`config.mk`:
```
export PLATFORM = sky130hd
export DESIGN_NAME = dac_run_sequencer
export DESIGN_NICKNAME = d
export VERILOG_FILES = /design/src/rtl/rfsoc_config.sv /design/src/rtl/seq_edge_detect.sv /design/src/rtl/dac_run_sequencer.sv
export SDC_FILE = /design/constraint.sdc
export NUM_CORES = 1
export LEC_CHECK = 0
export ABC_CLOCK_PERIOD_IN_PS = 13200
export BUFFER_PORTS_ARGS = -buffer_cell sky130_fd_sc_hd__buf_2
export CAP_MARGIN = 20
export CORE_ASPECT_RATIO = 0.7
export CORE_MARGIN = 1.5
export CORE_UTILIZATION = 40
export CTS_CLUSTER_DIAMETER = 100
export CTS_CLUSTER_SIZE = 25
export DETAILED_ROUTE_END_ITERATION = 8
export HOLD_SLACK_MARGIN = 0.06
export PLACE_DENSITY = 0.56
export SLEW_MARGIN = 20
export SYNTH_ARGS = -nofsm -noshare
export SYNTH_HDL_FRONTEND = slang
export SYNTH_SLANG_ARGS = --single-unit
```
`constraint.sdc`:
```
create_clock -name pl_clk -period 13.2 [get_ports pl_clk]
set_input_delay 2.64 -clock pl_clk [delete_from_list [all_inputs] [get_ports pl_clk]]
set_output_delay 2.64 -clock pl_clk [all_outputs]
set_load 0.01 [all_outputs]
```
`src/rtl/rfsoc_config.sv`:
```
// rtl/rfsoc_config.sv - shared sequencer types, GPIO line indices and default widths
//
// Purpose: common definitions for the DAC run sequencer and its helpers.
// Contents:
//   seq_state_t          sequencer state encoding (IDLE=0 .. DONE=4)
//   arm_line, abort_line, trigger_line   GPIO control-bus bit indices
//   DEF_*                default widths for the sequencer parameters
package rfsoc_config;

    typedef enum logic [2:0] {
        IDLE  = 3'd0,
        ARMED = 3'd1,
        DELAY = 3'd2,
        RUN   = 3'd3,
        DONE  = 3'd4
    } seq_state_t;

    localparam int arm_line     = 0;
    localparam int abort_line   = 1;
    localparam int trigger_line = 2;

    localparam int DEF_NUM_CHANNELS = 16;
    localparam int DEF_CNT_WIDTH    = 32;
    localparam int DEF_LOOP_WIDTH   = 16;
    localparam int DEF_DLY_WIDTH    = 16;

endpackage

```
`src/rtl/seq_edge_detect.sv`:
```
// rtl/seq_edge_detect.sv - registered rising-edge detector
//
// Purpose: flags the cycle in which a level input is high but was low on the
// previous clock edge.
// Ports:
//   clk_i   clock
//   rst_i   asynchronous active-high reset (clears the history register)
//   sig_i   level input, already synchronous to clk_i
//   rise_o  sig_i & ~previous sig_i
module seq_edge_detect (
    input  logic clk_i,
    input  logic rst_i,
    input  logic sig_i,
    output logic rise_o
);

    logic sig_q;

    always_ff @(posedge clk_i or posedge rst_i) begin
        if (rst_i) begin
            sig_q <= 1'b0;
        end else begin
            sig_q <= sig_i;
        end
    end

    assign rise_o = sig_i & ~sig_q;

endmodule

```
`src/rtl/dac_run_sequencer.sv`:
```
// rtl/dac_run_sequencer.sv - arm/trigger/delay/run-loop sequencer for the DAC channels
//
// Purpose: after a validated arm, waits for a trigger edge, waits trig_delay
// cycles, then runs the masked channels for run_length cycles per iteration,
// loop_count times (0 = until abort).
// Ports:
//   pl_clk, rst                clock, asynchronous active-high reset
//   arm, trigger, abort        control levels (arm/trigger act on rising edge)
//   channel_mask, chan_ready   participating channels, per-channel loaded status
//   run_length, loop_count, trig_delay   run configuration, shadowed at arm
//   chan_run, chan_restart     per-channel run enable and iteration-start pulse
//   busy, done, err_not_ready  status; err_not_ready is sticky until a good arm
//   state                      encoded sequencer state
module dac_run_sequencer
    import rfsoc_config::*;
#(
    parameter int NUM_CHANNELS = DEF_NUM_CHANNELS,
    parameter int CNT_WIDTH    = DEF_CNT_WIDTH,
    parameter int LOOP_WIDTH   = DEF_LOOP_WIDTH,
    parameter int DLY_WIDTH    = DEF_DLY_WIDTH
) (
    input  logic                    pl_clk,
    input  logic                    rst,
    input  logic                    arm,
    input  logic                    trigger,
    input  logic                    abort,
    input  logic [NUM_CHANNELS-1:0] channel_mask,
    input  logic [NUM_CHANNELS-1:0] chan_ready,
    input  logic [CNT_WIDTH-1:0]    run_length,
    input  logic [LOOP_WIDTH-1:0]   loop_count,
    input  logic [DLY_WIDTH-1:0]    trig_delay,
    output logic [NUM_CHANNELS-1:0] chan_run,
    output logic [NUM_CHANNELS-1:0] chan_restart,
    output logic                    busy,
    output logic                    done,
    output logic                    err_not_ready,
    output logic [2:0]              state
);

    logic arm_rise;
    logic trig_rise;

    seq_edge_detect u_arm_edge (
        .clk_i  (pl_clk),
        .rst_i  (rst),
        .sig_i  (arm),
        .rise_o (arm_rise)
    );

    seq_edge_detect u_trig_edge (
        .clk_i  (pl_clk),
        .rst_i  (rst),
        .sig_i  (trigger),
        .rise_o (trig_rise)
    );

    seq_state_t              state_q;
    logic [NUM_CHANNELS-1:0] mask_q;
    logic [CNT_WIDTH-1:0]    len_q;
    logic [LOOP_WIDTH-1:0]   loops_q;
    logic [DLY_WIDTH-1:0]    dly_q;
    logic [DLY_WIDTH-1:0]    dly_cnt_q;
    logic [CNT_WIDTH-1:0]    cyc_q;
    logic [LOOP_WIDTH-1:0]   iter_q;
    logic [NUM_CHANNELS-1:0] run_q;
    logic [NUM_CHANNELS-1:0] restart_q;
    logic                    busy_q;
    logic                    done_q;
    logic                    err_q;

    logic                    arm_ok;
    logic                    last_cyc;
    logic [LOOP_WIDTH-1:0]   iter_d;
    logic                    loop_end;

    // Every requested channel must report its memory loaded before a run may start.
    assign arm_ok   = (channel_mask != '0)
                   && ((chan_ready & channel_mask) == channel_mask)
                   && (run_length != '0);
    assign last_cyc = (cyc_q == len_q - CNT_WIDTH'(1));
    // Iteration count saturates so infinite mode never wraps back into a match.
    assign iter_d   = (iter_q == '1) ? iter_q : iter_q + LOOP_WIDTH'(1);
    assign loop_end = (loops_q != '0) && (iter_d == loops_q);

    always_ff @(posedge pl_clk or posedge rst) begin
        if (rst) begin
            state_q   <= IDLE;
            mask_q    <= '0;
            len_q     <= '0;
            loops_q   <= '0;
            dly_q     <= '0;
            dly_cnt_q <= '0;
            cyc_q     <= '0;
            iter_q    <= '0;
            run_q     <= '0;
            restart_q <= '0;
            busy_q    <= 1'b0;
            done_q    <= 1'b0;
            err_q     <= 1'b0;
        end else if (abort) begin
            state_q   <= IDLE;
            run_q     <= '0;
            restart_q <= '0;
            busy_q    <= 1'b0;
            done_q    <= 1'b0;
        end else begin
            case (state_q)
                IDLE, DONE: begin
                    if (arm_rise) begin
                        if (arm_ok) begin
                            mask_q  <= channel_mask;
                            len_q   <= run_length;
                            loops_q <= loop_count;
                            dly_q   <= trig_delay;
                            err_q   <= 1'b0;
                            done_q  <= 1'b0;
                            busy_q  <= 1'b1;
                            state_q <= ARMED;
                        end else begin
                            err_q <= 1'b1;
                        end
                    end
                end
                ARMED: begin
                    if (trig_rise) begin
                        if (dly_q == '0) begin
                            state_q   <= RUN;
                            run_q     <= mask_q;
                            restart_q <= mask_q;
                            cyc_q     <= '0;
                            iter_q    <= '0;
                        end else begin
                            state_q   <= DELAY;
                            dly_cnt_q <= dly_q - DLY_WIDTH'(1);
                        end
                    end
                end
                DELAY: begin
                    if (dly_cnt_q == '0) begin
                        state_q   <= RUN;
                        run_q     <= mask_q;
                        restart_q <= mask_q;
                        cyc_q     <= '0;
                        iter_q    <= '0;
                    end else begin
                        dly_cnt_q <= dly_cnt_q - DLY_WIDTH'(1);
                    end
                end
                RUN: begin
                    if (last_cyc) begin
                        iter_q <= iter_d;
                        if (loop_end) begin
                            state_q   <= DONE;
                            run_q     <= '0;
                            restart_q <= '0;
                            busy_q    <= 1'b0;
                            done_q    <= 1'b1;
                        end else begin
                            cyc_q     <= '0;
                            restart_q <= mask_q;
                        end
                    end else begin
                        cyc_q     <= cyc_q + CNT_WIDTH'(1);
                        restart_q <= '0;
                    end
                end
                default: begin
                    state_q <= IDLE;
                end
            endcase
        end
    end

    assign chan_run      = run_q;
    assign chan_restart  = restart_q;
    assign busy          = busy_q;
    assign done          = done_q;
    assign err_not_ready = err_q;
    assign state         = state_q;

endmodule

```
=== After elaboration in Yosys (flattened, before gate mapping) ===
Index checks and enable logic that the tools add are counted.

* Logic and storage cells: 120
* Output and inout bits: 38
* Register bits after elaboration: 184

* Equality and inequality tests: 22
* Reduce and logical (&&, ||, !) cells: 23
* Bitwise logic cells: 6
* Add/sub/neg operators: 5
* Multiplexer cells: 49

{| class="wikitable"
|+ Operators with widths
! operator !! count
|-
| two-way mux 16 bit || 17
|-
| two-way mux 32 bit || 5
|-
| one-hot mux 16 bit (3 select lines) || 3
|-
| one-hot mux 32 bit (3 select lines) || 1
|-
| adder 32 x 1 -> 32 bit (second input constant) || 1
|-
| equality test 16 bit || 2
|-
| equality test 32 bit || 1
|-
| zero test 16 bit || 2
|-
| one-hot mux 16 bit (2 select lines) || 1
|-
| nonzero test 16 bit || 2
|-
| nonzero test 32 bit || 1
|-
| subtractor 16 x 1 -> 16 bit (second input constant) || 2
|-
| subtractor 32 x 1 -> 32 bit (second input constant) || 1
|-
| inequality test 3 bit (second input constant) || 8
|-
| AND reduction 6 bit || 4
|-
| two-way mux 3 bit || 7
|-
| adder 16 x 1 -> 16 bit (second input constant) || 1
|-
| AND 16 bit || 1
|-
| equality test 16 bit (second input constant) || 1
|-
| two-way mux 1 bit || 12
|-
| inequality test 2 bit (second input constant) || 6
|-
| one-hot mux 3 bit (4 select lines) || 1
|-
| AND reduction 5 bit || 2
|-
| AND reduction 4 bit || 2
|-
| other kinds (13) || 21
|}

=== Longest topological paths before layout ===
Gate-level depths: netlist of the first run.

* Depth after elaboration: 8
* Depth in mapped cells: 14
* Depth with buffers taken out: 11

=== Hierarchy ===
A second synthesis of the first run with hierarchy kept.

* Cells, all modules: 1,086
* Area, all modules: 10,558.9 µm²

{| class="wikitable"
|+ Modules (own cells, without submodules)
! module !! area each (µm²) !! cells each !! times used
|-
| dac_run_sequencer || 10,473.8 || 1,080 || 1
|-
| seq_edge_detect || 42.5 || 3 || 2
|}

=== Worst setup path before layout of the first run ===
OpenSTA, ideal clock, no wires.

* Path type: input to register
* From: input port channel_mask[1]
* To: register dly_q[10]
* Library setup time: 0.125 ns
* Stages: 9
* Arrival: 5.145 ns
* Data required time: 13.075 ns
* Path slack: 7.930 ns
* Path through: inv_1 -> o22ai_1 -> or4_1 -> or4_1 -> nor2b_1 -> clkbuf_1 -> clkbuf_1 -> buf_1 -> mux2_2

* Cells in the longest elaborated chain, start to end: 5
* Elaborated cells between the ends (all ways): 6

{| class="wikitable"
|+ RTL lines
! what !! line !! RTL
|-
| start: declaration || dac_run_sequencer.sv:27 || <nowiki>input logic [NUM_CHANNELS-1:0] channel_mask,</nowiki>
|-
| AND 16 bit || dac_run_sequencer.sv:78 || <nowiki>&& ((chan_ready & channel_mask) == channel_mask)</nowiki>
|-
| equality test 16 bit || dac_run_sequencer.sv:78 ||
|-
| logical AND 1 bit (*) || dac_run_sequencer.sv:78 ||
|-
| logical AND 1 bit (*) || dac_run_sequencer.sv:79 || <nowiki>&& (run_length != '0);</nowiki>
|-
| AND reduction 4 bit (no source line) (*) || n/a ||
|-
| end signal: assignment || dac_run_sequencer.sv:114 || <nowiki>dly_q <= trig_delay;</nowiki>
|-
| end: declaration || dac_run_sequencer.sv:61 || <nowiki>logic [DLY_WIDTH-1:0] dly_q;</nowiki>
|}

Mark *: on every way between the ends. The rest lies on a longest branch, timed or not.
A chain may end at the register's enable or synchronous reset.

=== Worst setup path in the final report of the first run ===
* From: input port channel_mask[1]
* To: register len_q[23]

* Cells in the longest elaborated chain, start to end: 5
* Elaborated cells between the ends (all ways): 6

{| class="wikitable"
|+ RTL lines
! what !! line !! RTL
|-
| AND 16 bit || dac_run_sequencer.sv:78 ||
|-
| equality test 16 bit || dac_run_sequencer.sv:78 ||
|-
| logical AND 1 bit (*) || dac_run_sequencer.sv:78 ||
|-
| logical AND 1 bit (*) || dac_run_sequencer.sv:79 ||
|-
| AND reduction 4 bit (no source line) (*) || n/a ||
|-
| end signal: assignment || dac_run_sequencer.sv:112 || <nowiki>len_q <= run_length;</nowiki>
|-
| end: declaration || dac_run_sequencer.sv:59 || <nowiki>logic [CNT_WIDTH-1:0] len_q;</nowiki>
|}

Marked as above.

==> impl_metrics.json, run 1 <==
{
  "synth_edf_count": 0,
  "grt_pass1_vias": 9770,
  "clkTransAtPathRegs_ns": 0.07,
  "drt-wirelength-per-cell_um": 19.99,
  "initial_core_util_pct": 41.05,
  "rrSetupSlack_ns": 8.17,
  "cts_tree": "built",
  "clkPwrFrac_pct": 39.7,
  "core_um2": 28080,
  "clock-sinks": 184,
  "synth_cell_types": 71,
  "layout_common_cells": "184 x dfrtp_1, 138 x buf_2, 98 x nor2_1",
  "switching_share_pct": 28.43,
  "route.vias.total": 10530,
  "rsz0062_at_grt": "false",
  "grt_overflow_total": 0,
  "r2r_end": "cyc_q[4]$_DFFE_PP0P_",
  "route.detailed.drc": 0,
  "grt.total_usage_pct": 23.68,
  "holdCritStartpoint": "chan_restart[13]$_DFFE_PP0P_",
  "fmax_mhz": 190.8,
  "antenna_found_initial": 0,
  "max-slew-margin-rel_pct": 27.35,
  "drt-pass1-iter-count": 5,
  "whs_path_depth": 1,
  "pin_count": 139,
  "status": "completed",
  "ctsHoldBuffers": 0,
  "antenna_left": 0,
  "hold_path.class": "reg -> reg",
  "final_common_cell": "dfrtp_1",
  "io_buffers": 138,
  "cts_root_buffer": "clkbuf_16",
  "rr_worst_depth": 10,
  "cellPowerDensity_nw_per_um2": 99.14,
  "async_reset_ff_share_pct": 100.0,
  "synthFlopType": "dfrtp_1",
  "final_nets": 1462,
  "netSwitchingPower_mw": 0.3671,
  "clock_path_buffers": 2,
  "antenna_cells": 0,
  "finalSetupTns_ns": 0,
  "drive_above_1_share_pct": 21.17,
  "die_area_um2": 29860,
  "slew_violations": 0,
  "clock_skew_ns": 0.01858,
  "synth_area_leaders": "dfrtp_1 40%, mux2_2 7.6%, nor2_1 3.2%",
  "hpwlAfterDp_mm": 24.56,
  "syn_nets": 1384,
  "grt_pass1_wl_mm": 55.25,
  "drt_iter0_drc": 835,
  "grt_start_max_net_pins": 113,
  "place_congestion": 0.9270,
  "cap_violations": 0,
  "p_seq_share_pct": 48.0,
  "cp-start-kind": "primary input",
  "crit_path_end_kind": "flip-flop",
  "cp_max_fo": 47,
  "syn_avg_cell_area_um2": 9.011,
  "cp.arrival_ns": 5.57,
  "setup_viol": 0,
  "worstSetupPathType": "in -> reg",
  "clk_latency_ns": 0.46,
  "yosysWarnings": 0,
  "hold_ws_ns": 0.5037,
  "synth.ff_latch_count": 184,
  "syn_inst": 1279,
  "fillCellCount": 2726,
  "die_h_um": 145.0,
  "cts_buffers": 17,
  "vdd_drop_max_uv": 77.81,
  "via_per_inst": 6.051,
  "cts_setup_buffers": 0,
  "dp_slack_ns": 6.901,
  "ys_seq_area_share_pct": 39.95,
  "area_delta_synth_final_pct": 13.03,
  "finalCritPeriodShare_pct": 39.71,
  "synth_largest_area_cell": "dfrtp_1",
  "synth_top_area_share_pct": 39.95,
  "rows": 51,
  "worst-slew-pin-transition_ns": 1.090,
  "cp.required_ns": 13.53,
  "combPwrFrac_pct": 12.3,
  "p_int_mw": 0.9243,
  "netlist_area_um2": 11520,
  "h-tree-depth": 4,
  "cts_resized": 0,
  "setup_ws_ns": 7.958,
  "hold-path-endpoint": "chan_restart[13]$_DFFE_PP0P_",
  "fin_crit_ns": 5.242,
  "hold_viol": 0,
  "r2r_start": "iter_q[0]$_DFFE_PP0P_",
  "leakage_nw": 5.715,
  "die_x_um": 205.9,
  "drt-total-wl_mm": 34.79
}
[synth_stat cells, drive strengths merged, types with 18 or more instances]
| cell | count |
|---|---|
| a21oi | 67 |
| buf | 27 |
| clkbuf | 67 |
| dfrtp | 184 |
| inv | 38 |
| mux2 | 78 |
| mux2i | 25 |
| nand2 | 67 |
| nand3 | 62 |
| nand4 | 38 |
| nor2 | 99 |
| nor3 | 54 |
| nor4 | 55 |
| o21a | 19 |
| o21ai | 67 |
| o31ai | 18 |
| xnor2 | 32 |
[power groups by stage]
stage,Clock (mW),Combinational [mW],Sequential [mW]
after floorplan,0,0.118,0.615
after detailed placement,0,0.159,0.630
after CTS,0.526,0.160,0.619
after global placement,0,0.156,0.630
final,0.513,0.159,0.620
after global routing,0.546,0.179,0.624
[worst max-delay path, stage by stage]
cell and delay (ns):
buf_2 0.12, inv_1 0.06, o22ai_1 0.08, or4_1 0.54
or4_1 0.66, nor2b_4 0.41, buf_4 0.63, mux2_2 0.41
[worst max path at each step]
stage,startpoint,endpoint,slack [ns]
2_1_floorplan,rst,busy$_DFFE_PP0P_,5.56
3_3_place_gp,channel_mask[1],len_q[18]$_DFFE_PP0P_,6.96
3_5_place_dp,channel_mask[1],len_q[19]$_DFFE_PP0P_,6.90
4_1_cts,channel_mask[1],len_q[23]$_DFFE_PP0P_,7.38
5_1_grt,iter_q[0]$_DFFE_PP0P_,cyc_q[6]$_DFFE_PP0P_,7.76
6_report,channel_mask[1],len_q[23]$_DFFE_PP0P_,7.96
[flip-flops by register name, summed over array words and instances, names as in the netlist, 3 cells and up]
signal,cells
iter_q,16
state,3
loops_q,16
chan_run,16
len_q,32
cyc_q,32
chan_restart,16
dly_cnt_q,16
dly_q,16
mask_q,16
[area by class of cell]
| type | instances | area [um^2] | share of cell area (%) |
|---|---|---|---|
| timing repair buffer | 153 | 813.3 | 6.243 |
| tap | 371 | 464.2 | 3.564 |
| sequential | 184 | 4604 | 35.35 |
| multi-input combinational | 962 | 6424 | 49.31 |
| inverter | 39 | 153.9 | 1.181 |
| clock inverter | 14 | 137.6 | 1.057 |
| clock buffer | 18 | 429.2 | 3.295 |
[per-stage QoR]
stage	power, mW	area (um^2)	utilization, %	cells
detailed placement	0.7889	12430	44.29	1707
CTS	1.305	13000	46.31	1739
global route	1.350	13030	46.39	1741
floorplan	0.7338	11520	-	1279
global placement	0.7856	12430	44.29	1707
finish	1.291	13030	46.39	1741
[cells by family (layout without fill, tap and decap cells)]
family	count (synthesis)	in the layout	share of synthesized area, %
mux	103	103	9.793
flops	184	184	39.95
simple gates	506	506	24.05
buf+inv	133	224	4.647
fa+ha+maj	4	4	0.4343
xor+xnor	48	48	3.648
compound gates	301	301	17.48
[routing by layer]
| layer | routed length [um] | up-vias | global-route usage [%] |
|---|---|---|---|
| met5 | 0 | - | 0 |
| met4 | 439 | 0 | 5.725 |
| met3 | 2773 | 29 | 6.716 |
| met2 | 13940 | 361 | 31.43 |
| met1 | 17640 | 5172 | 37.02 |
| li1 | - | 4972 | - |
Note: power is estimated with default switching activity, not from simulation.
==> run 2, diff against run 1 <==
- ABC_AREA: unset -> 1
- ABC_CLOCK_PERIOD_IN_PS: 13200 -> 5100
- clock period: 13.2 -> 5.1 ns (I/O delays scaled with it)
==> run 2 against run 1 <==
Against the previous run: via count increased by 6.9%; die area rose by 2.2%; global-route usage is 0.22 points higher; critical path type unchanged; clock-buffer cell count grew 1; critical path depth increased by 1; hold slack got worse by 0.029 ns; core utilization decreased by 0.25 points; sequential cell count is the same; clock power increased to 2.7 times the previous value; final cell count grew 27%; cell area increased by 2.6%; non-clock buffer count shrank 5.
==> impl_metrics.json, run 2 <==
{
  "status": "completed",
  "drt-pass1-iter-count": 5,
  "clk_latency_ns": 0.46,
  "core_um2": 28950,
  "hold_ws_ns": 0.4745,
  "layout_common_cells": "575 x nand2_1, 187 x inv_1, 184 x dfrtp_1",
  "antenna_left": 0,
  "pin_count": 139,
  "synth.ff_latch_count": 184,
  "via_per_inst": 5.086,
  "hold_viol": 0,
  "fillCellCount": 3013,
  "drt-total-wl_mm": 35.42,
  "vdd_drop_max_uv": 200.9,
  "clkTransAtPathRegs_ns": 0.08,
  "io_buffers": 138,
  "grt_pass1_wl_mm": 57.44,
  "r2r_start": "iter_q[0]$_DFFE_PP0P_",
  "fin_crit_ns": 3.608,
  "h-tree-depth": 4,
  "crit_buf_inv": 3,
  "grt_start_max_net_pins": 115,
  "worst-slew-pin-transition_ns": 0.9827,
  "ctsHoldBuffers": 0,
  "cts_tree": "built",
  "initial_core_util_pct": 40.68,
  "cellPowerDensity_nw_per_um2": 326.0,
  "finalCritPeriodShare_pct": 70.74,
  "cp_max_fo": 70,
  "cp_slowest_cell": "inv_2",
  "synthTopCellsByCount": "576 x nand2_1, 188 x inv_1, 184 x dfrtp_1",
  "cts_buffers": 17,
  "multi_input_area_um2": 6166,
  "die_x_um": 208.1,
  "hold-path-endpoint": "chan_restart[3]$_DFFE_PP0P_",
  "hpwlAfterDp_mm": 26.69,
  "die_area_um2": 30500,
  "drt_iter0_drc": 1003,
  "cp.arrival_ns": 3.91,
  "synth_top_area_share_pct": 39.09,
  "syn_avg_cell_area_um2": 6.868,
  "hold_path.class": "reg -> reg",
  "final_common_cell": "nand2_1",
  "crit_path_end_kind": "flip-flop",
  "place_congestion": 0.9102,
  "cp.required_ns": 5.40,
  "cts_root_buffer": "clkbuf_16",
  "clock-sinks": 184,
  "netlist_area_um2": 11780,
  "whs_path_depth": 2,
  "ff_latch_area_um2": 4604,
  "holdCritStartpoint": "chan_restart[3]$_DFFE_PP0P_",
  "grt_overflow_total": 0,
  "route.vias.total": 11270,
  "clock_skew_ns": 0.01746,
  "async_reset_ff_share_pct": 100.0,
  "finalSetupTns_ns": 0,
  "grt.total_usage_pct": 23.90,
  "largest_registers": "cyc_q x32, len_q x32",
  "drive_above_1_share_pct": 12.53,
  "fmax_mhz": 277.2,
  "area_delta_synth_final_pct": 13.44,
  "rsz0062_at_grt": "false",
  "setup_viol": 0,
  "die_h_um": 146.6,
  "worstPathCellList": "buf_2 > inv_1 > nor2_1 > nor3_1 > o2111ai_1 > nor4_1 > nand3_4 > inv_2 > o21ai_0",
  "rr_worst_depth": 18,
  "place_area_um2": 12750,
  "cts_setup_buffers": 0,
  "synth.most_common_cell": "nand2_1",
  "leakage_nw": 6.757,
  "ys_seq_area_share_pct": 39.09,
  "slowest_delay_ns": 0.85,
  "rrSetupSlack_ns": 1.92,
  "r2r_end": "chan_run[10]$_DFFE_PP0P_",
  "antenna_found_initial": 3,
  "slew_violations": 0,
  "synth_cell_types": 43,
  "grt_pass1_vias": 10650,
  "final_nets": 1928,
  "yosysWarnings": 0,
  "rows": 52,
  "drt-wirelength-per-cell_um": 15.99,
  "worstSetupPathType": "in -> reg",
  "postLayoutCellArea_um2": 13360,
  "route.detailed.drc": 0,
  "syn_inst": 1715,
  "synthFlopType": "dfrtp_1",
  "max-slew-margin-rel_pct": 34.49,
  "cts_resized": 0,
  "clock_path_buffers": 2,
  "synth_largest_area_cell": "dfrtp_1",
  "cp-start-kind": "primary input",
  "syn_nets": 1820,
  "synth_edf_count": 0,
  "cap_violations": 0,
  "path_delay_family": "simple AND/OR/NAND/NOR gates",
  "synth_area_leaders": "dfrtp_1 39%, nand2_1 18%, inv_1 6.0%"
}
[run 2: changes by cell type in the layout (fill, tap and decap cells not counted), sizes merged, moves of 16 or more]
cell and change:
nand2 +519, inv +150, o21ai +86, nor2 +79, mux2 -78, nand3 +68
a21oi -61, nor4 -35, xor2 +31, nor3 -30, mux2i -25, o21a -19
o31ai -17, a22o -16
[run 2: per-layer routing]
metal  up-vias  global-route usage, %  wire length, um  part of all wire (%)
met5         -                      0               26                 0.073
met4         4                  5.401              321                  0.91
met3        21                  5.162             2369                   6.7
met2       315                  32.94            14000                    40
met1      5244                  37.45            18700                    53
li1       5681                      -                -                     -
[run 2: power by group]
group / switching [mW] / total (mW) / leakage (nW) / internal [mW]
clock: 0.658 / 1.38 / 0.291 / 0.722
sequential: 0.115 / 1.71 / 2.35 / 1.59
combinational: 0.896 / 1.27 / 4.11 / 0.375
total: 1.67 / 4.36 / 6.76 / 2.69
[run 2: tightest hold or removal path, stage by stage (launching register included)]
cell     delay, ns
dfrtp_1       0.34
nand2_1       0.05
nand2_1       0.05
[run 2: logic make-up (layout without fill, tap and decap cells)]
kind of cell / count (synthesis) / count (layout) / share of synthesized area (%)
and+or+nand+nor: 1020 / 1020 / 37.76
other: 0 / 1 / 0
adders and majority gates: 4 / 4 / 0.4249
AOI/OAI and AO/OA: 177 / 177 / 8.264
buffers and inverters: 253 / 374 / 8.732
xor gates and xnor gates: 77 / 77 / 5.725
DFF: 184 / 184 / 39.09
[run 2: layout make-up]
class                   instances  area share (%)
inverters                     194           5.478
clock inverters                13           1.142
clock buffers                  19           3.390
diodes                          1         0.01873
repair buffers                148           5.824
flip-flops and latches        184           34.46
well taps                     378           3.540
multi-input cells            1278           46.15
[run 2: through the flow]
| step | setup slack [ns] | std cells | power [mW] | util [%] |
|---|---|---|---|---|
| floorplan | 1.715 | 1715 | 2.627 | - |
| global placement | 1.039 | 2182 | 2.973 | 44.04 |
| detailed placement | 0.9615 | 2182 | 2.985 | 44.04 |
| CTS | 1.441 | 2214 | 4.382 | 46.13 |
| global route | 1.124 | 2214 | 4.633 | 46.14 |
| finish | 1.492 | 2215 | 4.356 | 46.15 |
[run 2: worst max-delay path by stage]
stage               startpoint                       to  slack (ns)  cells after the start
2_1_floorplan              rst         busy$_DFFE_PP0P_        1.72                      1
3_3_place_gp   channel_mask[2]  loops_q[14]$_DFFE_PP0P_        1.04                      9
3_5_place_dp   channel_mask[2]     dly_q[5]$_DFFE_PP0P_        0.96                      9
4_1_cts        channel_mask[2]     dly_q[5]$_DFFE_PP0P_        1.44                      9
5_1_grt        channel_mask[0]   loops_q[4]$_DFFE_PP0P_        1.12                     10
6_report       channel_mask[2]     dly_q[5]$_DFFE_PP0P_        1.49                      9
==> run 3, diff against run 2 <==
- ABC_CLOCK_PERIOD_IN_PS: 5100 -> 3200
- PLACE_DENSITY: 0.56 -> 0.59
- clock period: 5.1 -> 3.2 ns (I/O delays scaled with it)
==> run 3 against run 2 <==
Against the previous run: clock power increased by 56%; hold slack lost 0.20 ns; register-to-register slack lost 1.7 ns; core utilization grew 0.61 points; power grew 60%; final cell count up 0.81%; sequential share of layout area fell by 0.45 points; clock skew shrank 0.0046 ns; largest cell class unchanged; die area unchanged; critical path depth rose by 7; clock-buffer cell count fell by 1; combinational power increased by 67%.
==> impl_metrics.json, run 3 (synthesized netlist as in run 2, its figures left out) <==
{
  "status": "completed",
  "drive_above_1_share_pct": 13.32,
  "setup_ws_ns": 0.2020,
  "clock-sinks": 184,
  "combPwrFrac_pct": 30.4,
  "hold_viol": 0,
  "ctsHoldBuffers": 0,
  "rrSetupSlack_ns": 0.20,
  "ff_latch_area_um2": 4604,
  "drt_iter0_drc": 1081,
  "slew_violations": 0,
  "cts_root_buffer": "clkbuf_16",
  "grt_pass1_vias": 10450,
  "initial_core_util_pct": 40.68,
  "die_x_um": 208.1,
  "cellPowerDensity_nw_per_um2": 516.3,
  "crit_start": "len_q[0]$_DFFE_PP0P_",
  "grt_overflow_total": 0,
  "clkTransAtPathRegs_ns": 0.08,
  "drt-pass1-iter-count": 5,
  "p_seq_share_pct": 38.9,
  "netSwitchingPower_mw": 2.686,
  "clk_latency_ns": 0.46,
  "largest_registers": "cyc_q x32, len_q x32",
  "cp.required_ns": 3.54,
  "setup_viol": 0,
  "worst-slew-pin-transition_ns": 0.7714,
  "leakage_nw": 6.852,
  "multi_input_area_um2": 6183,
  "rr_worst_depth": 16,
  "clock_skew_ns": 0.01289,
  "final_nets": 1946,
  "hpwlAfterDp_mm": 27.52,
  "rsz0062_at_grt": "false",
  "cts_tree": "built",
  "grt_start_max_net_pins": 92,
  "io_buffers": 138,
  "p_int_mw": 4.305,
  "max-slew-margin-rel_pct": 48.57,
  "r2r_end": "chan_restart[4]$_DFFE_PP0P_",
  "pin_count": 139,
  "cp-start-kind": "flip-flop",
  "hold_path.class": "in -> async",
  "core_um2": 28950,
  "drt-total-wl_mm": 35.99,
  "area_delta_synth_final_pct": 14.95,
  "finalCritPeriodShare_pct": 93.69,
  "rows": 52,
  "antenna_left": 0,
  "cap_violations": 0,
  "route.detailed.drc": 0,
  "drt-wirelength-per-cell_um": 16.12,
  "die_area_um2": 30500,
  "final_common_cell": "nand2_1",
  "antenna_found_initial": 5,
  "cts_buffers": 17,
  "fmax_mhz": 333.6,
  "layout_common_cells": "576 x nand2_1, 187 x inv_1, 184 x dfrtp_1",
  "cp.arrival_ns": 3.34,
  "cts_setup_buffers": 0,
  "layout.cells.non_filler": 2233,
  "grt.total_usage_pct": 24.17,
  "r2r_start": "len_q[0]$_DFFE_PP0P_",
  "fillCellCount": 2977,
  "clock_path_buffers": 2,
  "fin_crit_ns": 2.998,
  "total_power_mw": 6.990,
  "dpl.cell_count": 2199,
  "place_congestion": 0.9449,
  "hold_ws_ns": 0.2698,
  "clkPwrFrac_pct": 30.8,
  "worstSetupPathType": "reg -> reg",
  "route.vias.total": 11380,
  "crit_path_end_kind": "flip-flop",
  "cts_resized": 0,
  "via_per_inst": 5.095,
  "switching_share_pct": 38.42,
  "dp_slack_ns": 0.1137,
  "h-tree-depth": 4,
  "die_h_um": 146.6,
  "grt_pass1_wl_mm": 58.05,
  "vdd_drop_max_uv": 331.2,
  "finalSetupTns_ns": 0,
  "cp_max_fo": 16
}
run 3: cell types whose count changed in the layout (fill, tap and decap cells not counted), moves of 2 or more:
cell	delta
clkbuf_8	-2
buf_4	+13
clkinv_4	-2
buf_12	+4
run 3: metrics by stage:
stage / util, % / area, um^2
floorplan: - / 11780
global placement: 44.63 / 12920
detailed placement: 44.63 / 12920
CTS: 46.66 / 13510
global route: 46.75 / 13540
finish: 46.76 / 13540
run 3: final cells by class:
| type | count | area share (%) |
|---|---|---|
| tap | 378 | 3.493 |
| timing repair buffer | 165 | 7.060 |
| multi-input combinational | 1279 | 45.67 |
| clock inverter | 14 | 1.174 |
| inverter | 194 | 5.406 |
| antenna | 1 | 0.01848 |
| clock buffer | 18 | 3.170 |
| sequential | 184 | 34.01 |
run 3: worst max path at each step:
| stage | endpoint | cells past startpoint |
|---|---|---|
| CTS | chan_run[11]$_DFFE_PP0P_ | 15 |
| detailed placement | chan_run[12]$_DFFE_PP0P_ | 15 |
| floorplan | busy$_DFFE_PP0P_ | 1 |
| global placement | chan_run[11]$_DFFE_PP0P_ | 15 |
| finish | chan_restart[4]$_DFFE_PP0P_ | 16 |
| global route | chan_run[4]$_DFFE_PP0P_ | 16 |
run 3: layer usage:
metal  global-route usage, %  part of all wire (%)  vias to the layer above
met3                   5.485                   6.9                       31
met2                   32.92                    39                      334
met1                   38.48                    53                     5276
met5                       0                  0.12                        -
met4                   4.234                  0.79                        8
li1                        -                     -                     5728
run 3: power groups by stage:
stage / Sequential, mW / Combinational, mW / Clock, mW
2_1_floorplan: 2.72 / 1.47 / 0
4_1_cts: 2.72 / 2.09 / 2.22
3_5_place_dp: 2.76 / 2.09 / 0
6_report: 2.72 / 2.12 / 2.15
5_1_grt: 2.75 / 2.38 / 2.29
3_3_place_gp: 2.76 / 2.07 / 0
run 3: worst max-delay path, cell delays in order (launching register included):
cell and delay [ns]:
dfrtp_1 0.39, inv_1 0.14, ha_2 0.26, nand2_2 0.13, nor2_1 0.20, nand3_1 0.13
nor2_1 0.26, nand4_1 0.14, o21ai_0 0.27, nor2_1 0.06, nand2_1 0.07, nor2_1 0.05
nor2_1 0.40, nor2_4 0.06, buf_12 0.17, nand3_1 0.09, nand2_1 0.07
